==> config.mk <==
export PLATFORM = sky130hd
export DESIGN_NAME = cache_fill_arbiter
export DESIGN_NICKNAME = d
export VERILOG_FILES = /design/src/rtl/cache_fill_arbiter_pkg.sv /design/src/rtl/rr_arbiter.sv /design/src/rtl/cache_fill_arbiter.sv
export SDC_FILE = /design/constraint.sdc
export NUM_CORES = 1
export LEC_CHECK = 0
export BUFFER_PORTS_ARGS = -buffer_cell sky130_fd_sc_hd__buf_2
export CELL_PAD_IN_SITES_DETAIL_PLACEMENT = 1
export CELL_PAD_IN_SITES_GLOBAL_PLACEMENT = 1
export CORE_AREA = 2 2 96 98
export CTS_BUF_LIST = sky130_fd_sc_hd__clkbuf_4 sky130_fd_sc_hd__clkbuf_8 sky130_fd_sc_hd__clkbuf_16
export CTS_CLUSTER_SIZE = 40
export DETAILED_ROUTE_END_ITERATION = 16
export DIE_AREA = 0 0 98 100
export GPL_ROUTABILITY_DRIVEN = 0
export GPL_TIMING_DRIVEN = 0
export PLACE_DENSITY = 0.9
export SLEW_MARGIN = 15
export SYNTH_ARGS = -nofsm -noshare
export SYNTH_HDL_FRONTEND = slang
export SYNTH_SLANG_ARGS = --single-unit
==> constraint.sdc <==
create_clock -name clk -period 2.1 [get_ports clk]
set_clock_uncertainty 0.2 [all_clocks]
set_input_delay 0.21 -clock clk [delete_from_list [all_inputs] [get_ports clk]]
set_output_delay 0.21 -clock clk [all_outputs]
set_load 0.02 [all_outputs]
==> src/rtl/cache_fill_arbiter_pkg.sv <==
`default_nettype none
// ============================================================================
//  Module      : cache_fill_arbiter_pkg
//  Description : Shared types and helpers for the cache fill / write-through
//                arbiter. Defines the controller state encoding, the port
//                index width helper and the block offset mask builder.
//  Revision    : 1.0 - initial release
// ============================================================================
package cache_fill_arbiter_pkg;

  typedef enum logic [1:0] {
    ST_IDLE  = 2'd0,
    ST_FILL  = 2'd1,
    ST_WRITE = 2'd2
  } fill_state_e;

  // Widest address the offset mask helper supports.
  localparam int MAX_ADDR_W = 32;

  // Port index width; a single requester still needs one bit of index.
  function automatic int idx_width(input int n);
    return (n > 1) ? $clog2(n) : 1;
  endfunction

  // Ones in the low off_bits positions: the byte offset inside a block.
  function automatic logic [MAX_ADDR_W-1:0] block_offset_mask(input int off_bits);
    logic [MAX_ADDR_W-1:0] m;
    m = '0;
    for (int i = 0; i < MAX_ADDR_W; i++) begin
      if (i < off_bits) m[i] = 1'b1;
    end
    return m;
  endfunction

endpackage
`default_nettype wire

==> src/rtl/rr_arbiter.sv <==
`default_nettype none
// ============================================================================
//  Module      : rr_arbiter
//  Description : Combinational round-robin picker. Grants the first request
//                at or after the pointer, wrapping modulo NUM_PORTS.
//  Revision    : 1.0 - initial release
// ============================================================================
module rr_arbiter #(
  parameter int NUM_PORTS = 2,
  parameter int IDX_W     = 1
) (
  input  logic [NUM_PORTS-1:0] req,
  input  logic [IDX_W-1:0]     ptr,
  output logic [NUM_PORTS-1:0] grant,
  output logic [IDX_W-1:0]     grant_idx,
  output logic                 grant_valid
);

  // Scan from the farthest offset down so the nearest request wins last.
  always_comb begin
    int               w_pos;
    logic [IDX_W-1:0] w_sel;
    grant       = '0;
    grant_idx   = '0;
    grant_valid = 1'b0;
    w_pos       = 0;
    w_sel       = '0;
    for (int i = NUM_PORTS - 1; i >= 0; i--) begin
      w_pos = int'(ptr) + i;
      if (w_pos >= NUM_PORTS) w_pos = w_pos - NUM_PORTS;
      w_sel = IDX_W'(w_pos);
      if (req[w_sel]) begin
        grant        = '0;
        grant[w_sel] = 1'b1;
        grant_idx    = w_sel;
        grant_valid  = 1'b1;
      end
    end
  end

endmodule
`default_nettype wire

==> src/rtl/cache_fill_arbiter.sv <==
`default_nettype none
// ============================================================================
//  Module      : cache_fill_arbiter
//  Description : Multi-port cache block fill and write-through controller.
//                Round-robin grants miss/store requests, streams a whole block
//                from pipelined memory and steers returns to the owning cache.
//  Revision    : 1.0 - initial release
// ============================================================================
module cache_fill_arbiter
  import cache_fill_arbiter_pkg::*;
#(
  parameter int NUM_PORTS       = 2,
  parameter int ADDR_W          = 16,
  parameter int DATA_W          = 16,
  parameter int WORDS_PER_BLOCK = 8,
  parameter int BYTES_PER_WORD  = 2
) (
  input  logic                               clk,
  input  logic                               rst,
  input  logic [NUM_PORTS-1:0]               miss_req,
  input  logic [NUM_PORTS*ADDR_W-1:0]        miss_addr,
  input  logic [NUM_PORTS-1:0]               wr_req,
  input  logic [NUM_PORTS*ADDR_W-1:0]        wr_addr,
  input  logic [NUM_PORTS*DATA_W-1:0]        wr_data,
  output logic [NUM_PORTS-1:0]               fsm_busy,
  output logic [NUM_PORTS-1:0]               write_data_array,
  output logic [NUM_PORTS-1:0]               write_tag_array,
  output logic [NUM_PORTS-1:0]               wr_ack,
  output logic [$clog2(WORDS_PER_BLOCK)-1:0] fill_word,
  output logic [DATA_W-1:0]                  fill_data,
  output logic [ADDR_W-1:0]                  mem_addr,
  output logic                               mem_enable,
  output logic                               mem_wr,
  output logic [DATA_W-1:0]                  mem_data_in,
  input  logic [DATA_W-1:0]                  mem_data_out,
  input  logic                               mem_data_valid
);

  localparam int C_WORD_W   = $clog2(WORDS_PER_BLOCK);
  localparam int C_CNT_W    = C_WORD_W + 1;
  localparam int C_IDX_W    = idx_width(NUM_PORTS);
  localparam int C_OFF_BITS = $clog2(WORDS_PER_BLOCK * BYTES_PER_WORD);

  localparam logic [MAX_ADDR_W-1:0] C_OFF_MASK   = block_offset_mask(C_OFF_BITS);
  localparam logic [C_CNT_W-1:0]    C_ISSUE_END  = C_CNT_W'(WORDS_PER_BLOCK);
  localparam logic [C_WORD_W-1:0]   C_LAST_WORD  = C_WORD_W'(WORDS_PER_BLOCK - 1);
  localparam logic [C_IDX_W-1:0]    C_LAST_PORT  = C_IDX_W'(NUM_PORTS - 1);
  localparam logic [ADDR_W-1:0]     C_STRIDE     = ADDR_W'(BYTES_PER_WORD);

  fill_state_e          state_q,     state_d;
  logic [C_IDX_W-1:0]   ptr_q,       ptr_d;
  logic [C_IDX_W-1:0]   owner_q,     owner_d;
  logic [ADDR_W-1:0]    base_q,      base_d;
  logic [C_CNT_W-1:0]   issue_cnt_q, issue_cnt_d;
  logic [C_WORD_W-1:0]  ret_cnt_q,   ret_cnt_d;

  logic [NUM_PORTS-1:0] w_grant;
  logic [C_IDX_W-1:0]   w_arb_idx;
  logic                 w_arb_valid;
  logic [NUM_PORTS-1:0] w_owner_oh;
  logic [ADDR_W-1:0]    w_block_keep;
  logic [ADDR_W-1:0]    w_issue_off;

  assign w_block_keep = ~C_OFF_MASK[ADDR_W-1:0];
  assign w_issue_off  = ADDR_W'(issue_cnt_q) * C_STRIDE;

  rr_arbiter #(
    .NUM_PORTS (NUM_PORTS),
    .IDX_W     (C_IDX_W)
  ) u_rr_arbiter (
    .req         (miss_req | wr_req),
    .ptr         (ptr_q),
    .grant       (w_grant),
    .grant_idx   (w_arb_idx),
    .grant_valid (w_arb_valid)
  );

  // One-hot of the port currently owning the memory.
  always_comb begin
    w_owner_oh = '0;
    for (int p = 0; p < NUM_PORTS; p++) begin
      w_owner_oh[p] = (owner_q == C_IDX_W'(p));
    end
  end

  // Next-state, counter and output decode.
  always_comb begin
    state_d          = state_q;
    ptr_d            = ptr_q;
    owner_d          = owner_q;
    base_d           = base_q;
    issue_cnt_d      = issue_cnt_q;
    ret_cnt_d        = ret_cnt_q;
    fsm_busy         = '0;
    write_data_array = '0;
    write_tag_array  = '0;
    wr_ack           = '0;
    fill_word        = '0;
    fill_data        = '0;
    mem_addr         = '0;
    mem_enable       = 1'b0;
    mem_wr           = 1'b0;
    mem_data_in      = '0;
    case (state_q)
      ST_IDLE: begin
        if (w_arb_valid) begin
          ptr_d       = (w_arb_idx == C_LAST_PORT) ? '0 : w_arb_idx + 1'b1;
          owner_d     = w_arb_idx;
          issue_cnt_d = '0;
          ret_cnt_d   = '0;
          // A pending store goes ahead of a fill from the same port.
          if (|(wr_req & w_grant)) begin
            state_d = ST_WRITE;
          end else begin
            state_d = ST_FILL;
            base_d  = miss_addr[w_arb_idx*ADDR_W +: ADDR_W] & w_block_keep;
          end
        end
      end
      ST_WRITE: begin
        mem_enable  = 1'b1;
        mem_wr      = 1'b1;
        mem_addr    = wr_addr[owner_q*ADDR_W +: ADDR_W];
        mem_data_in = wr_data[owner_q*DATA_W +: DATA_W];
        wr_ack      = w_owner_oh;
        state_d     = ST_IDLE;
      end
      ST_FILL: begin
        fsm_busy = w_owner_oh;
        // Reads are issued back to back; returns are counted independently.
        if (issue_cnt_q < C_ISSUE_END) begin
          mem_enable  = 1'b1;
          mem_addr    = base_q + w_issue_off;
          issue_cnt_d = issue_cnt_q + 1'b1;
        end
        if (mem_data_valid) begin
          write_data_array = w_owner_oh;
          fill_word        = ret_cnt_q;
          fill_data        = mem_data_out;
          ret_cnt_d        = ret_cnt_q + 1'b1;
          if (ret_cnt_q == C_LAST_WORD) begin
            write_tag_array = w_owner_oh;
            ret_cnt_d       = '0;
            state_d         = ST_IDLE;
          end
        end
      end
      default: state_d = ST_IDLE;
    endcase
  end

  // State and counter registers with synchronous reset.
  always_ff @(posedge clk) begin
    if (rst) begin
      state_q     <= ST_IDLE;
      ptr_q       <= '0;
      owner_q     <= '0;
      base_q      <= '0;
      issue_cnt_q <= '0;
      ret_cnt_q   <= '0;
    end else begin
      state_q     <= state_d;
      ptr_q       <= ptr_d;
      owner_q     <= owner_d;
      base_q      <= base_d;
      issue_cnt_q <= issue_cnt_d;
      ret_cnt_q   <= ret_cnt_d;
    end
  end

endmodule
`default_nettype wire

# [After elaboration in Yosys (flattened, before gate mapping)]
# Cells that the tools add are included.
[totals] reg_bits=23 inputBits=119 output_inout_bits=61 wordCells=90
[classes] n_addsub=7 n_lt_le_gt_ge=7 n_eq_ne=7 shift=3 mux=46 bitwise_logic=4 n_reduce_logical=10
[op_table] operator="$shiftx A32 B6 Y16" n=3
[op_table] operator="$mux W16" n=4
[op_table] operator="$pmux W16 S2" n=1
[op_table] operator="$mux W2" n=13
[op_table] operator="$add A16 B5 Y16" n=1
[op_table] operator="$mux W1" n=15
[op_table] operator="$mux W3" n=5
[op_table] operator="$reduce_and A3 Y1" n=4
[op_table] operator="$mux W4" n=2
[op_table] operator="$pmux W4 S2" n=1
[op_table] operator="$ne A2 B2 Y1 const B" n=3
[op_table] operator="$pmux W3 S2" n=1
[op_table] operator="$add A4 B1 Y4 const B" n=1
[op_table] operator="$lt A1 B2 Y1 const B" n=2
[op_table] operator="$lt A4 B4 Y1 const B" n=1
[op_table] operator="$pmux W2 S2" n=1
[op_table] operator="$add A3 B1 Y3 const B" n=1
[op_table] operator="$eq A3 B3 Y1 const B" n=1
[op_table] operator="$add A1 B1 Y2 const B" n=1
[op_table] operator="$and A2 B2 Y2" n=1
[op_table] operator="$demux W1 S1" n=2
[op_table] operator="$eq A2 B1 Y1 const B" n=1
[op_table] operator="$eq A2 B2 Y1 const B" n=1
[op_table] operator="$ge A1 B1 Y1 const B" n=2
[op_table] operator="13 further kinds" n=16

# [Logic depth before layout (Yosys ltp)]
# Gate-level depths: netlist of run 1.
[logic_depth] word_depth=14 ltp_mapped=7 mapped_depth_nobuf=6

# [Modules after synthesis]
# A second synthesis of run 1 with hierarchy kept.
[unflattened] hier_cells=263 hier_area_um2=2222.1
[by_module_without_submodules] mod="cache_fill_arbiter" n_inst=1 cells_each=258 area_each_um2=2189.6 seq_area_each_um2=460.4
[by_module_without_submodules] mod="rr_arbiter" n_inst=1 cells_each=5 area_each_um2=32.5 seq_area_each_um2=0.0

# [Worst setup path before layout of run 1]
# No wires, ideal clock.
[synth_path] kind="register -> output" from="reg state_q[1]" to="out mem_addr[11]" arrival_ps=1662 required_ps=1690 path_slack_ps=28 stages_incl_launch_ff=8 n_path_buf=2 cell_sequence="dfxtp_1 inv_1 ha_1 nor2b_1 clkbuf_1 clkbuf_1 a22oi_1 nor2b_1"
[synth_between] elab_chain_len=2 word_cells_on_any_way=3 classes_between="eq/ne: 2; mux: 1"
[synth_rtl] element="start: declaration" line_no="cache_fill_arbiter.sv:50" text="fill_state_e state_q, state_d;"
[synth_rtl] element="start signal: assignment" line_no="cache_fill_arbiter.sv:162" text="state_q <= state_d;"
[synth_rtl] element="$eq A2 B1 Y1 or $eq A2 B2 Y1 (tied branches)" line_no="cache_fill_arbiter.sv:104" text="case (state_q)"
[synth_rtl] element="$pmux W16 S2 (*)" line_no="cache_fill_arbiter.sv:104"
[synth_rtl] element="end: declaration" line_no="cache_fill_arbiter.sv:31" text="output logic [ADDR_W-1:0] mem_addr,"
# Mark *: on every way between the ends. The rest lies on a longest branch, timed or not.

# [Worst setup path after layout of run 1]
[layout_path] from="reg state_q[1]" to="out mem_addr[4]"
# The elaborated chain is that of the path after synthesis.

==> Flow_metrics.wiki, run 1 <==
{| class="wikitable"
! Metric !! Value
|-
| Run status || finished clean
|-
| Drt first-iter violations || 86
|-
| Share of synthesized flip-flops with an asynchronous set or reset || 0%
|-
| RSZ-0062 raised after global routing || true
|-
| # DRC || 0
|-
| Setup slack of the worst register-to-register path || 30 ps
|-
| DRT antenna net count || 0
|-
| Worst EP required || ~1700 ps
|-
| Remaining global-route overflow || 0
|-
| Final hold violation count || 0
|-
| Hold Path Cell Cnt || 3
|-
| Count of buffers inserted at the top-level ports || 170
|-
| Highest clock rate || around 0.48 GHz
|-
| Worst reg2reg startpoint || state_q[1]
|-
| Synthesized area per cell || around 7.7 µm²
|-
| Sequential-to-total area share from yosys stat || a little over a fifth
|-
| Buffer type at the clock tree root || sky130_fd_sc_hd__clkbuf_8
|-
| Leading cell types by total area after synthesis || sky130_fd_sc_hd__dfxtp_1 (22%), sky130_fd_sc_hd__nor2b_1 (9.8%), sky130_fd_sc_hd__mux2i_1 (9.5%)
|-
| Combined area of all synthesized cells || between 2000 and 2500 µm²
|-
| Final-report setup violation count || 0
|-
| Global Route Usage Sum || around a fifth
|-
| Pin count of the biggest net entering global routing || 13
|-
| HP Start || miss_addr[6]
|-
| Count of final max-slew check failures || 0
|-
| Final clock period utilization by the worst path || approximately 100%
|-
| Starting Density || 23.8%
|-
| Cells after synthesis || 274
|-
| Area growth syn-to-layout || 61.8%
|-
| Post-detailed-placement half-perimeter wirelength || a little under 8 mm
|-
| Crit path largest cell delay || between 300 and 400 ps
|-
| Worst R2R End || ret_cnt_q[0]
|-
| Clock edge transition at the registers on the reported setup and hold paths || 80 ps
|-
| H-Tree Depth || 1
|-
| Routed length per instance || 17.7 µm
|-
| LEAKAGE || 0.00168 µW
|-
| Fraction of layout instances using a drive strength above 1 || between 50% and 60%
|-
| Bufs on Longest Clock Path || 2
|-
| Critical Path Fanout Max || 4
|-
| First-pass iteration count of the detailed router || 4
|-
| Cell type with the largest total area after synthesis || sky130_fd_sc_hd__dfxtp_1
|-
| Critical-path cell list || inv_4 -> ha_4 -> nor2b_4 -> buf_4 -> a22oi_1 -> nor2b_1 -> buf_2
|-
| Clock insertion delay at the later pin of the skew report || 270 ps
|-
| Number of antenna diodes || 0
|-
| Worst Reg2Reg Path Length in Cells || 7
|-
| Slowest stage cell, crit path || sky130_fd_sc_hd__dfxtp_2
|-
| TritonCTS clock tree || yes
|-
| Detail-routed via count per cell || 5.09
|-
| Die outline height || 100 µm
|-
| Count of warnings emitted by yosys || 0
|-
| Clock tree sinks || 23
|-
| # IOs || 180
|-
| Yosys top cell area share || 21.7%
|-
| Horizontal die dimension || between 90 and 100 µm
|-
| Count of different cell masters after synthesis || 41
|-
| Critical setup path kind || flip-flop to primary output
|-
| Type of the tightest min-delay check || primary input to flip-flop
|-
| Number of nets produced by synthesis || between 300 and 400
|-
| Worst slew slack as a fraction of its limit || 54.5%
|-
| Min setup slack post-route || between 20 and 30 ps
|-
| Number of synthesized flops with an enable pin || 0
|-
| Time the final worst path needs with I/O delays and setup || 2070 ps
|-
| Floorplan row count || 35
|-
| Wire length reported by the detailed router || 9.98 mm
|-
| List of most frequent post-synthesis cells || sky130_fd_sc_hd__nor2b_1 (33), sky130_fd_sc_hd__nand2_1 (32), sky130_fd_sc_hd__dfxtp_1 (23)
|-
| Type of element capturing the critical path || primary output
|-
| Actual slew at the worst max-slew pin || a little under 700 ps
|-
| Startpoint type of the worst setup path || flip-flop
|-
| Hold Crit Endpoint || base_q[6]
|-
| Dominant synthesized flop cell || sky130_fd_sc_hd__dfxtp_1
|-
| Via count || 2864
|-
| Total Die Area || 9800 µm²
|-
| Number of clock buffers inserted by TritonCTS || 3
|-
| CP Data Arrival Time || about 1700 ps
|-
| Number of max-cap violations || 0
|-
| Core outline area || between 8000 and 9000 µm²
|-
| Aggregate negative setup slack || 0 ps
|-
| Global-route wire length before repair || ~15 mm
|-
| Vias in the first global route || between 3000 and 4000
|-
| Initial antenna violation count || 0
|-
| Worst Setup Slack post-DPL || -477 ps
|-
| Number of synthesized register bits || 23
|-
| # nets final || slightly below 600
|-
| Power per standard cell area || 588 nW/µm²
|-
| Top-count cell post-synth || sky130_fd_sc_hd__nor2b_1
|-
| Peak ir drop on the vdd network || 0.274 mV
|}
==> layout make-up <==
class / count / area [µm²]
Timing Repair Buffer: 176 / 937
Sequential cell: 23 / 467
Inverter: 8 / 32.5
Buffer: 23 / 163
Tap cell: 111 / 139
Clock buffer: 4 / 48.8
Multi-Input combinational cell: 218 / 1640
Fill cell: 1120 / 5470
==> placed cells by master (no fill, tap or decap), drive strengths merged, types with 2 or more instances in the layout <==
cell type  netlist  routed
a221oi           2       2
nor2             7       7
nand2           32      32
o32ai            3       3
nor3            15      15
o22ai            2       2
and2             3       3
inv              8       8
a311oi          12      12
mux2i           20      20
ha               6       6
nor2b           33      33
a32oi            2       2
nand3            2       2
o21ai            3       3
nand2b           6       6
mux2            13      13
clkbuf          17      17
dfxtp           23      23
o21a             2       2
and3            21      21
buf              8     186
a22oi           16      16
a21oi            3       3
==> flip-flops by register name (all words and copies together) (netlist names) <==
name,flops
issue_cnt_q,4
owner_q,1
ret_cnt_q,3
state_q,2
base_q,12
ptr_q,1
==> what timing repair did <==
item / 4_1_cts / 5_1_grt
buffers inserted: 4 / 1
endpoints found under the setup margin: 70 / 44
resized for setup: 50 / 27
gates cloned: 0 / 1
pin swaps: 3 / 4
hold buffers: 0 / 0
==> per-layer routing <==
| metal | GRT usage, % | share of wire (%) | vias to the layer above |
|---|---|---|---|
| met4 | 5.45 | 1.7 | 0 |
| met3 | 2.92 | 6.0 | 15 |
| met2 | 38.3 | 55 | 130 |
| li1 | - | - | 1353 |
| met5 | 0 | 0 | - |
| met1 | 20.6 | 37 | 1366 |
==> cells by family (layout without fill, tap and decap cells) <==
logic type | Yosys count | after routing | synth area share [%]
fa+ha+maj | 6 | 6 | 3.55
flops | 23 | 23 | 21.7
buf+inv | 33 | 211 | 6.32
mux | 33 | 33 | 16.4
xor+xnor | 1 | 1 | 0.414
simple gates | 125 | 125 | 32.0
compound gates | 53 | 53 | 19.6
==> worst max-delay path by stage <==
stage | start | endpoint | slack, ps | cells past startpoint
after floorplan | state_q[1] | mem_addr[11] | 30 | 7
after global placement | state_q[1] | mem_addr[1] | -370 | 8
after detailed placement | state_q[1] | mem_addr[1] | -480 | 8
after CTS | state_q[1] | mem_addr[15] | 0.6 | 8
after global routing | state_q[1] | mem_addr[12] | -50 | 7
final | state_q[1] | mem_addr[4] | 30 | 7
==> power breakdown <==
group | total [µW] | switching, µW | internal [µW]
sequential | 564 | 71.1 | 493
combinational | 1150 | 627 | 522
clock | 300 | 151 | 149
total | 2010 | 849 | 1160
==> critical path: cells and delay by family, from the launching register on <==
family                   cells  cell delay [ps]
AND/OR/NAND/NOR              2              380
AO/OA/AOI/OAI                1               80
adder cells (fa/ha/maj)      1              140
buffers and inverters        3              430
flip-flops                   1              340
==> through the flow <==
stage	instances	hold slack [ps]	util [%]	area, µm²	power, µW
floorplan	274	175	-	2120	1180
global placement	555	287	34.9	3110	1500
detailed placement	555	299	34.9	3110	1540
CTS	562	17.9	37.7	3350	1950
global route	563	12.1	38.5	3420	2140
finish	563	10.3	38.5	3420	2010
Power figures use the tool's default switching activity.
==> run 2: changes to the inputs <==
ABC_AREA = 1   (was not set)
BUFFER_PORTS_ARGS = not set   (was -buffer_cell sky130_fd_sc_hd__buf_2)
CORE_AREA = 2 2 77 79   (was 2 2 96 98)
CTS_BUF_LIST = not set   (was sky130_fd_sc_hd__clkbuf_4 sky130_fd_sc_hd__clkbuf_8 sky130_fd_sc_hd__clkbuf_16)
DIE_AREA = 0 0 79 81   (was 0 0 98 100)
DONT_BUFFER_PORTS = 1   (was not set)
==> run 2 against run 1 <==
  * The flow now finishes with violations (hold timing)
  * Global-route usage is 4.1 points higher
  * Synthesized cell count up 34%
  * Synthesized area decreased by 2.9%
  * Largest cell class unchanged
  * Highest routed layer unchanged
==> Flow_metrics.wiki, run 2 <==
{| class="wikitable"
! Metric !! Value
|-
| Run status || finished, violations left (was finished clean)
|-
| Failing checks || hold timing
|-
| DRT antenna net count || 0 (unchanged)
|-
| Clock edge transition at the registers on the reported setup and hold paths || 90 ps (was 80 ps)
|-
| Startpoint type of the worst setup path || flip-flop (unchanged)
|-
| Number of max-cap violations || 0 (unchanged)
|-
| Yosys top cell area share || 22.6% (was 21.7%)
|-
| Pin count of the biggest net entering global routing || 14 (was 13)
|-
| Total Die Area || 6400 µm² (was 9800 µm²)
|-
| Vias in the first global route || 2406 (was 3108)
|-
| Buffer type at the clock tree root || sky130_fd_sc_hd__clkbuf_8 (unchanged)
|-
| Type of element capturing the critical path || primary output (unchanged)
|-
| Initial antenna violation count || 0 (unchanged)
|-
| Number of antenna diodes || 0 (unchanged)
|-
| Commonest cells after routing, fill and taps aside || sky130_fd_sc_hd__nand2_1 (120), sky130_fd_sc_hd__inv_1 (57), sky130_fd_sc_hd__nor2_1 (36) (was sky130_fd_sc_hd__buf_2 (161), sky130_fd_sc_hd__nand2_1 (32), sky130_fd_sc_hd__nor2b_1 (31))
|-
| Highest clock rate || 0.492 GHz (was 0.483 GHz)
|-
| Starting Density || 36.2% (was 23.8%)
|-
| Cell type with the largest total area after synthesis || sky130_fd_sc_hd__nand2_1 (was sky130_fd_sc_hd__dfxtp_1)
|-
| Final worst hold slack || -20.1 ps (was 10.3 ps)
|-
| # nets final || 513 (was 578)
|-
| First-pass iteration count of the detailed router || 4 (unchanged)
|-
| Combined area of all synthesized cells || 2060 µm² (was 2120 µm²)
|-
| Number of synthesized register bits || 23 (unchanged)
|-
| Buffers and inverters on the worst path || 4 (was 3)
|-
| Biggest register || base_q (unchanged)
|-
| # DRC || 0 (unchanged)
|-
| Die outline height || 81 µm (was 100 µm)
|-
| CP delay by family, top || buffers and inverters (unchanged)
|-
| # IOs || 180 (unchanged)
|-
| CP Data Arrival Time || 1620 ps (was 1660 ps)
|-
| Peak ir drop on the vdd network || 0.360 mV (was 0.274 mV)
|-
| Floorplan row count || 28 (was 35)
|-
| Fraction of layout instances using a drive strength above 1 || 20.2% (was 51.1%)
|-
| Number of synthesized flops with an enable pin || 0 (unchanged)
|-
| Clock tree sinks || 23 (unchanged)
|-
| Power per standard cell area || 734 nW/µm² (was 588 nW/µm²)
|-
| Worst EP required || 1690 ps (about the same)
|-
| GR peak layer || met2 (unchanged)
|-
| Horizontal die dimension || 79 µm (was 98 µm)
|-
| Synthesized area per cell || 5.59 µm² (was 7.73 µm²)
|-
| Count of final max-slew check failures || 0 (unchanged)
|-
| Time the final worst path needs with I/O delays and setup || 2030 ps (was 2070 ps)
|-
| Switching fraction of total power || 48.0% (was 42.2%)
|-
| Drt first-iter violations || 57 (was 86)
|-
| Dominant synthesized flop cell || sky130_fd_sc_hd__dfxtp_1 (unchanged)
|-
| M3 GR Usage || 0.889% (was 2.92%)
|-
| Critical setup path kind || flip-flop to primary output (unchanged)
|-
| Count of buffers inserted at the top-level ports || 0 (was 170)
|-
| RSZ-0062 raised after global routing || true (unchanged)
|-
| Clock insertion delay at the later pin of the skew report || 270 ps (about the same)
|-
| Slowest stage cell, crit path || sky130_fd_sc_hd__dfxtp_2 (unchanged)
|-
| Leading cell types by total area after synthesis || sky130_fd_sc_hd__nand2_1 (23%), sky130_fd_sc_hd__dfxtp_1 (22%), sky130_fd_sc_hd__inv_1 (12%) (was sky130_fd_sc_hd__dfxtp_1 (22%), sky130_fd_sc_hd__nor2b_1 (9.8%), sky130_fd_sc_hd__mux2i_1 (9.5%))
|-
| Type of the tightest min-delay check || primary input to flip-flop (unchanged)
|-
| Via count || 2449 (was 2864)
|-
| Wire length reported by the detailed router || 7.96 mm (was 9.98 mm)
|-
| Final-report setup violation count || 0 (unchanged)
|-
| Sequential-to-total area share from yosys stat || 22.4% (was 21.7%)
|-
| Met1 routing resource usage after global routing || 25.2% (was 20.6%)
|-
| Area growth syn-to-layout || 27.8% (was 61.8%)
|-
| Total power consumption of the routed design || 1930 µW (was 2010 µW)
|-
| Combinational fraction of design power || 56.2% (was 57.1%)
|-
| Core outline area || 5680 µm² (was 8890 µm²)
|-
| Top-count cell post-synth || sky130_fd_sc_hd__nand2_1 (was sky130_fd_sc_hd__nor2b_1)
|-
| Global-route wire length before repair || 11.7 mm (was 15.3 mm)
|-
| Count of different cell masters after synthesis || 27 (was 41)
|-
| Actual slew at the worst max-slew pin || 414 ps (was 677 ps)
|-
| Global Route met2 Usage || 48.0% (was 38.3%)
|-
| Cells after synthesis || 368 (was 274)
|-
| Sw power || 926 µW (was 849 µW)
|-
| Count of warnings emitted by yosys || 0 (unchanged)
|-
| Share of synthesized flip-flops with an asynchronous set or reset || 0% (unchanged)
|-
| Critical-path cell list || inv_2 -> ha_4 -> nand2_2 -> inv_4 -> buf_4 -> nand2_1 -> o211ai_1 -> nand2_1 -> inv_2 (was inv_4 -> ha_4 -> nor2b_4 -> buf_4 -> a22oi_1 -> nor2b_1 -> buf_2)
|-
| Internal || 1000 µW (was 1160 µW)
|-
| Number of clock buffers inserted by TritonCTS || 3 (unchanged)
|-
| Most common cell after layout, fill and taps aside || sky130_fd_sc_hd__nand2_1 (was sky130_fd_sc_hd__buf_2)
|-
| Critical Path Fanout Max || 6 (was 4)
|-
| Final clock period utilization by the worst path || 96.8% (was 98.6%)
|-
| Final hold violation count || 2 (was 0)
|-
| Bufs on Longest Clock Path || 2 (unchanged)
|-
| Routed length per instance || 17.2 µm (was 17.7 µm)
|-
| Global Route Usage Sum || 23.3% (was 19.1%)
|-
| Crit path largest cell delay || 330 ps (was 340 ps)
|-
| Remaining global-route overflow || 0 (unchanged)
|-
| List of most frequent post-synthesis cells || sky130_fd_sc_hd__nand2_1 (124), sky130_fd_sc_hd__inv_1 (65), sky130_fd_sc_hd__nor2_1 (59) (was sky130_fd_sc_hd__nor2b_1 (33), sky130_fd_sc_hd__nand2_1 (32), sky130_fd_sc_hd__dfxtp_1 (23))
|-
| Aggregate negative setup slack || 0 ps (unchanged)
|-
| LEAKAGE || 0.00132 µW (was 0.00168 µW)
|-
| Number of nets produced by synthesis || 493 (was 399)
|-
| H-Tree Depth || 1 (unchanged)
|-
| TritonCTS clock tree || yes (unchanged)
|-
| Clk network pwr share || 15.2% (was 14.9%)
|-
| Detail-routed via count per cell || 5.30 (was 5.09)
|-
| Number of flip-flops in the largest register || 12 (unchanged)
|-
| Sequential Power Share || 28.6% (was 28.0%)
|-
| Regs by FF count || base_q (12), issue_cnt_q (4), ret_cnt_q (3) (unchanged)
|-
| Post-detailed-placement half-perimeter wirelength || 5.63 mm (was 7.82 mm)
|-
| Worst slew slack as a fraction of its limit || 72.4% (was 54.5%)
|}
-- run 2: changes by cell type after synthesis, moves of 12 or more --
cell and change:
sky130_fd_sc_hd__inv_1 +57, sky130_fd_sc_hd__clkbuf_1 -13, sky130_fd_sc_hd__a311oi_1 -12, sky130_fd_sc_hd__mux2i_1 -20
sky130_fd_sc_hd__nor2_1 +52, sky130_fd_sc_hd__nand2_1 +92, sky130_fd_sc_hd__mux2_2 -13, sky130_fd_sc_hd__a22o_1 +15
sky130_fd_sc_hd__nor2b_1 -33, sky130_fd_sc_hd__and3_1 -21, sky130_fd_sc_hd__nor3_1 -12
-- run 2: area by class of cell --
cell class,count,area (µm²)
repair buffers,15,143
plain buffers,18,166
clock inverters,1,5.00
inverters,67,256
multi-input cells,260,1460
clock buffers,3,41.3
fillers,764,3050
flip-flops and latches,23,464
well taps,75,93.8
-- run 2: kinds of logic (layout without fill, tap and decap cells) --
family                     count (synthesis)  after routing  share of synthesized area (%)
AOI/OAI and AO/OA                         53             53                           17.9
xor gates and xnor gates                   1              1                          0.426
adders and majority gates                  6              6                           3.65
buffers and inverters                     85            104                           17.2
DFF                                       23             23                           22.4
and+or+nand+nor                          200            200                           38.5
-- run 2: per-layer routing --
| metal | up-vias | part of all wire (%) | routed length, µm |
|---|---|---|---|
| met5 | - | 0 | 0 |
| met4 | 0 | 2.6 | 210 |
| met3 | 16 | 3.7 | 294 |
| met2 | 106 | 56 | 4430 |
| met1 | 1155 | 38 | 3030 |
| li1 | 1172 | - | - |
-- run 2: final timing paths --
check	end	slack (ps)	depth (start not counted)	startpoint
setup / recovery	mem_addr[15]	70	9	state_q[0]
hold reg to reg	ret_cnt_q[2]	300	2	ret_cnt_q[2]
hold / removal	base_q[9]	-20	4	miss_addr[9]
setup reg to reg	base_q[14]	150	8	ptr_q
-- run 2: power groups by stage --
stage | sequential (µW) | combinational [µW] | clock (µW)
finish | 552 | 1080 | 292
floorplan | 544 | 712 | 0
detailed placement | 555 | 892 | 0
global placement | 549 | 860 | 0
global route | 559 | 1200 | 316
CTS | 549 | 1010 | 290
-- run 2: per-stage QoR --
step	std cells	utilization, %	area, µm²	setup WS [ps]
3_3_place_gp	443	37.9	2150	-148
5_1_grt	462	46.3	2630	-11.5
6_report	462	46.3	2630	66.4
3_5_place_dp	443	37.9	2150	-172
2_1_floorplan	368	-	2060	126
4_1_cts	460	44.8	2540	-82.8
-- run 2: tightest hold or removal path, delay by kind of cell --
| kind | cells | cell delay, ps |
|---|---|---|
| AND/OR/NAND/NOR | 4 | 220 |
-- run 2: repair_timing --
action                                 CTS  global route
pin swaps                                2             4
setup endpoints to repair               53            44
endpoints found under the hold margin    7             0
gates cloned                             0             1
setup buffers                            0             2
hold buffers                            13             0
gates resized for setup                 66            36
